`config.mk`:
```
export PLATFORM = sky130hd
export DESIGN_NAME = mem_port_arbiter
export DESIGN_NICKNAME = d
export VERILOG_FILES = /design/src/rtl/mem_port_arbiter.sv
export SDC_FILE = /design/constraint.sdc
export NUM_CORES = 1
export LEC_CHECK = 0
export CAP_MARGIN = 25
export CORE_AREA = 2 2 223 225
export CTS_CLUSTER_SIZE = 20
export DETAILED_ROUTE_END_ITERATION = 10
export DIE_AREA = 0 0 225 227
export PLACE_DENSITY_LB_ADDON = 0.1
export SYNTH_ARGS = -nofsm -noshare
export SYNTH_HDL_FRONTEND = slang
export SYNTH_SLANG_ARGS = --single-unit
```
`constraint.sdc`:
```
create_clock -name clk -period 10.5 [get_ports clk]
set_input_delay 3.15 -clock clk [delete_from_list [all_inputs] [get_ports clk]]
set_output_delay 3.15 -clock clk [all_outputs]
set_load 0.01 [all_outputs]
```
`src/rtl/mem_port_arbiter.sv`:
```
// Shares one data-memory port between the page-table walker, CPU data side and
// instruction fetch. Fixed priority ptw > d > i, with a starvation guard for fetch.
module mem_port_arbiter #(
    parameter int STARVE_LIMIT = 4,
    parameter int CNT_W        = 3
) (
    input  logic        clk,
    input  logic        rst,

    input  logic        ptw_req,
    input  logic [63:0] ptw_addr,
    output logic        ptw_stall,

    input  logic        d_re,
    input  logic        d_we,
    input  logic [63:0] d_addr,
    input  logic [63:0] d_wdata,
    input  logic [7:0]  d_wmask,
    output logic        d_stall,

    input  logic        i_req,
    input  logic [63:0] i_addr,
    output logic        i_stall,

    output logic [63:0] rdata,
    output logic [31:0] i_rdata,

    output logic [63:0] mem_addr,
    output logic        mem_re,
    output logic        mem_we,
    output logic [63:0] mem_wdata,
    output logic [7:0]  mem_wmask,
    input  logic [63:0] mem_rdata,
    input  logic        mem_stall,

    output logic [1:0]  arb_owner
);

    typedef enum logic {
        IDLE,
        BUSY
    } state_t;

    typedef enum logic [1:0] {
        OWN_NONE = 2'd0,
        OWN_PTW  = 2'd1,
        OWN_D    = 2'd2,
        OWN_I    = 2'd3
    } owner_t;

    localparam logic [CNT_W-1:0] LIMIT = CNT_W'(STARVE_LIMIT);

    state_t           state_q, state_d;
    owner_t           owner_q, owner_d;
    owner_t           winner;
    logic [63:0]      addr_q, addr_d;
    logic [63:0]      wdata_q, wdata_d;
    logic [7:0]       wmask_q, wmask_d;
    logic             re_q, re_d;
    logic             we_q, we_d;
    logic [CNT_W-1:0] starve_q, starve_d;
    logic             i_hi_q, i_hi_d;

    logic d_req;
    logic done;

    assign d_req = d_re | d_we;
    assign done  = (state_q == BUSY) & (re_q | we_q) & ~mem_stall;

    // A starved fetch overrides the fixed priority order.
    always_comb begin
        winner = OWN_NONE;
        if (i_req && starve_q == LIMIT) winner = OWN_I;
        else if (ptw_req)               winner = OWN_PTW;
        else if (d_req)                 winner = OWN_D;
        else if (i_req)                 winner = OWN_I;
    end

    always_comb begin
        // NOTE: every signal gets its hold value first so no path leaves it
        // unassigned; a missing default here would infer a latch.
        state_d  = state_q;
        owner_d  = owner_q;
        addr_d   = addr_q;
        wdata_d  = wdata_q;
        wmask_d  = wmask_q;
        re_d     = re_q;
        we_d     = we_q;
        starve_d = starve_q;
        i_hi_d   = i_hi_q;

        unique case (state_q)
            IDLE: begin
                if (winner != OWN_NONE) begin
                    state_d = BUSY;
                    owner_d = winner;
                    unique case (winner)
                        OWN_PTW: begin
                            addr_d  = ptw_addr;
                            re_d    = 1'b1;
                            we_d    = 1'b0;
                            wdata_d = '0;
                            wmask_d = '0;
                        end
                        OWN_D: begin
                            addr_d  = d_addr;
                            re_d    = ~d_we;
                            we_d    = d_we;
                            wdata_d = d_wdata;
                            wmask_d = d_wmask;
                        end
                        OWN_I: begin
                            addr_d  = i_addr;
                            re_d    = 1'b1;
                            we_d    = 1'b0;
                            wdata_d = '0;
                            wmask_d = '0;
                            i_hi_d  = i_addr[2];
                        end
                        default: ;
                    endcase

                    if (winner == OWN_I)
                        starve_d = '0;
                    else if (i_req && starve_q != LIMIT)
                        starve_d = starve_q + 1'b1;
                end
            end

            BUSY: begin
                if (!mem_stall) begin
                    state_d = IDLE;
                    owner_d = OWN_NONE;
                    re_d    = 1'b0;
                    we_d    = 1'b0;
                end
            end

            default: state_d = IDLE;
        endcase
    end

    // NOTE: state registers use non-blocking assignments so every flop samples
    // the pre-edge value of every other flop.
    always_ff @(posedge clk or posedge rst) begin
        if (rst) begin
            state_q  <= IDLE;
            owner_q  <= OWN_NONE;
            addr_q   <= '0;
            wdata_q  <= '0;
            wmask_q  <= '0;
            re_q     <= 1'b0;
            we_q     <= 1'b0;
            starve_q <= '0;
            i_hi_q   <= 1'b0;
        end else begin
            state_q  <= state_d;
            owner_q  <= owner_d;
            addr_q   <= addr_d;
            wdata_q  <= wdata_d;
            wmask_q  <= wmask_d;
            re_q     <= re_d;
            we_q     <= we_d;
            starve_q <= starve_d;
            i_hi_q   <= i_hi_d;
        end
    end

    // A requester is released only in the completion cycle of its own grant.
    assign ptw_stall = ptw_req & ~(done & (owner_q == OWN_PTW));
    assign d_stall   = d_req   & ~(done & (owner_q == OWN_D));
    assign i_stall   = i_req   & ~(done & (owner_q == OWN_I));

    assign rdata     = mem_rdata;
    assign i_rdata   = i_hi_q ? mem_rdata[63:32] : mem_rdata[31:0];

    assign mem_addr  = addr_q;
    assign mem_re    = re_q;
    assign mem_we    = we_q;
    assign mem_wdata = wdata_q;
    assign mem_wmask = wmask_q;
    assign arb_owner = owner_q;

endmodule

```
==> results_dict.tcl <==
set metrics [dict create \
    worstMarginPinSlew_ns 1.05 \
    slowest_delay_ns 0.62 \
    start_util_pct 16.4 \
    post-cts-setup-buffers 0 \
    grt_max_degree 74 \
    ys_seq_area_share_pct 45.5 \
    slew_violations 0 \
    dr.pass1.iters 5 \
    place_ws_ns 2.67 \
    worst_clock_skew_ns 0.0107 \
    setup_tns_ns 0 \
    async_flop_share_pct 100 \
    core_area_um2 48500 \
    post-route-period-util_pct 74.7 \
    cts_buffers 17 \
    synth_area_um2 7970 \
    hold_path.class "flip-flop to flip-flop" \
    drc 0 \
    synthFlopType "dfrtp_1" \
    crit_family "buffers and inverters" \
    syn2layout_area_growth_pct 79.3 \
    path_class "input port to primary output" \
    routed_wirelength_um 42200 \
    track_usage_pct 16.0 \
    drtAntennaViolNets 0 \
    place_congestion 0.738 \
    grt_pass1_wl_um 59000 \
    cts_root_buf "clkbuf_16" \
    h-tree-depth 4 \
    avgSynthCellArea_um2 10.4 \
    pwr_density_cell_nw_per_um2 238 \
    fmax_mhz 127 \
    clk_latency_ns 0.49 \
    worstPathMaxFanout 8 \
    fin_nets 1567 \
    drive_above_1_share_pct 8.61 \
    cp.arrival_ns 4.70 \
    synth_warnings 0 \
    dp_hpwl_um 29500 \
    worst_slack_ns 2.65 \
    setup_viol 0 \
    power.leakage_nw 5.58 \
    cts.sinks 145 \
    die_w_um 225 \
    ir_drop_mv 0.127 \
    clockBufferDepth 2 \
    syn_nets 1105 \
    dieArea_um2 51100 \
    crit_path_end_kind "primary output" \
    boundaryPins 574 \
    rsz0062_at_grt "false" \
    grt_pass1_vias 8443 \
    hold_violations 0 \
    period_minus_slack_ns 7.85 \
    cts_hold_buf 0 \
    drtIter0Drc 450 \
    via_per_inst 4.35 \
    num_rows 81 \
    synth_edf_count 0 \
    crit_chain "clkdlybuf4s50_1 -> nor2_1 -> a31oi_1 -> clkdlybuf4s50_1" \
    cpMaxStageDelayCell "clkdlybuf4s50_1" \
    clkTransAtPathRegs_ns 0.07 \
    die_y_um 227 \
    cts-resized-gates 0 \
    syn_inst 768 \
    wl_per_cell_um 22.6 \
    worst_setup_path_start_kind "input port" \
    grt.overflow.total 0 \
    critPathRequiredTime_ns 7.35 \
    maxCapViolations 0 \
    worst-path-buf-inv 2 \
    relSlewSlack_pct 29.7 \
    cts_tree "done" \
    status "finished, final reports clean" \
    routed-via-count 8126 \
    numPortBuffers 573 \
    antenna_found_initial 2 \
    cpMostUsedCell "clkdlybuf4s50_1" \
    ys_seq_elements 145 \
    synthDistinctLibCells 38 \
]
## cells by family (layout without fill, tap and decap cells)
group           Yosys count  after routing  share of synthesized area (%)
simple gates             90             90                           6.05
mux                      33             33                           4.66
compound gates          283            283                           28.4
flops                   145            145                           45.5
other cells               0              1                              0
buf+inv                 215            690                           15.0
fa+ha+maj                 2              2                          0.314
## layout make-up
cell class | instances | area (µm²)
Antenna cell | 1 | 2.50
Timing Repair Buffer | 585 | 5830
Multi-Input combinational cell | 408 | 3160
Inverter | 73 | 279
Tap cell | 622 | 778
Clock buffer | 21 | 460
Fill cell | 5087 | 34300
Sequential cell | 145 | 3630
Clock inverter | 11 | 150
## flip-flops by register name, summed over array words and instances, names as in the netlist
signal     flops
arb_owner      2
i_hi_q         1
mem_addr      64
mem_re         1
mem_wdata     64
mem_we         1
mem_wmask      8
starve_q       3
state_q        1
## per-stage QoR
| stage | util [%] | total power [W] | std cells | hold slack, ns | area [µm²] |
|---|---|---|---|---|---|
| 5_1_grt | 29.4 | 0.00360 | 1866 | 0.507 | 14300 |
| 6_report | 29.4 | 0.00340 | 1866 | 0.496 | 14300 |
| 2_1_floorplan | - | 0.00179 | 768 | 0.485 | 7970 |
| 3_5_place_dp | 28.2 | 0.00277 | 1833 | 0.481 | 13700 |
| 3_3_place_gp | 28.2 | 0.00279 | 1833 | 0.484 | 13700 |
| 4_1_cts | 29.4 | 0.00347 | 1865 | 0.503 | 14300 |
## placed cells by master, fill, tap and decap left out, drive strengths merged, types with 2 or more instances in the layout
cell type,instances
nor3,66
clkbuf,21
a2bb2oi,2
nand2,8
nor2,3
inv,77
buf,12
a211oi,64
clkinv,2
o21ai,2
o22ai,2
bufinv,3
a22o,73
ha,2
mux2,33
nand3,2
a31oi,3
clkinvlp,2
clkdlybuf4s50,573
a22oi,2
a21oi,67
dfrtp,145
a2111oi,64
nand2b,4
## power by group
| group | internal, W | leakage [nW] | total (W) | switching [W] |
|---|---|---|---|---|
| registers | 0.000809 | 1.77 | 0.000963 | 0.000154 |
| logic | 0.000897 | 3.52 | 0.00177 | 0.000873 |
| clock network | 0.000388 | 0.295 | 0.000670 | 0.000282 |
## routing by layer
metal / share of wire [%] / GRT usage (%) / up-vias
met5: 0.031 / 0 / -
met2: 54 / 29.2 / 328
met4: 1.8 / 5.81 / 2
met3: 6.4 / 4.71 / 38
met1: 37 / 17.5 / 4020
li1: - / - / 3738
## cell usage after synthesis (2+ instances only)
cell type	n	share of area, %
a2111oi_0	31	3.4
a2111oi_1	13	1.6
a2111oi_2	20	3.8
a211oi_1	64	6.0
a21oi_1	67	4.2
a22o_1	73	8.0
a22oi_1	2	0.19
a2bb2oi_1	2	0.22
a31oi_1	3	0.24
buf_2	23	1.4
buf_4	82	7.7
buf_6	7	0.99
clkbuf_1	29	1.4
dfrtp_1	145	46
ha_1	2	0.31
inv_1	73	3.4
mux2_2	33	4.7
nand2_1	7	0.33
nand2b_1	4	0.31
nand3_1	2	0.13
nor2_1	3	0.14
nor3_1	65	4.1
o21ai_0	2	0.13
o22ai_1	2	0.16
## path summary, 6_finish.rpt
check                                               from                         to  slack [ns]  cells past startpoint
min in group asynchronous                            rst  mem_wdata[11]$_DFFE_PP0P_        3.09                      2
worst max-delay path                                d_we                    d_stall        2.65                      4
worst min-delay path            mem_wmask[6]$_DFFE_PP0P_   mem_wmask[6]$_DFFE_PP0P_        0.50                      1
worst max register to register   starve_q[0]$_DFFE_PP0P_   mem_addr[40]$_DFFE_PP0P_        7.92                      7
worst min register to register  mem_wmask[6]$_DFFE_PP0P_   mem_wmask[6]$_DFFE_PP0P_        0.50                      1
max in group asynchronous                            rst   mem_addr[63]$_DFFE_PP0P_        5.59                      4
Note: power is estimated with default switching activity, not from simulation.
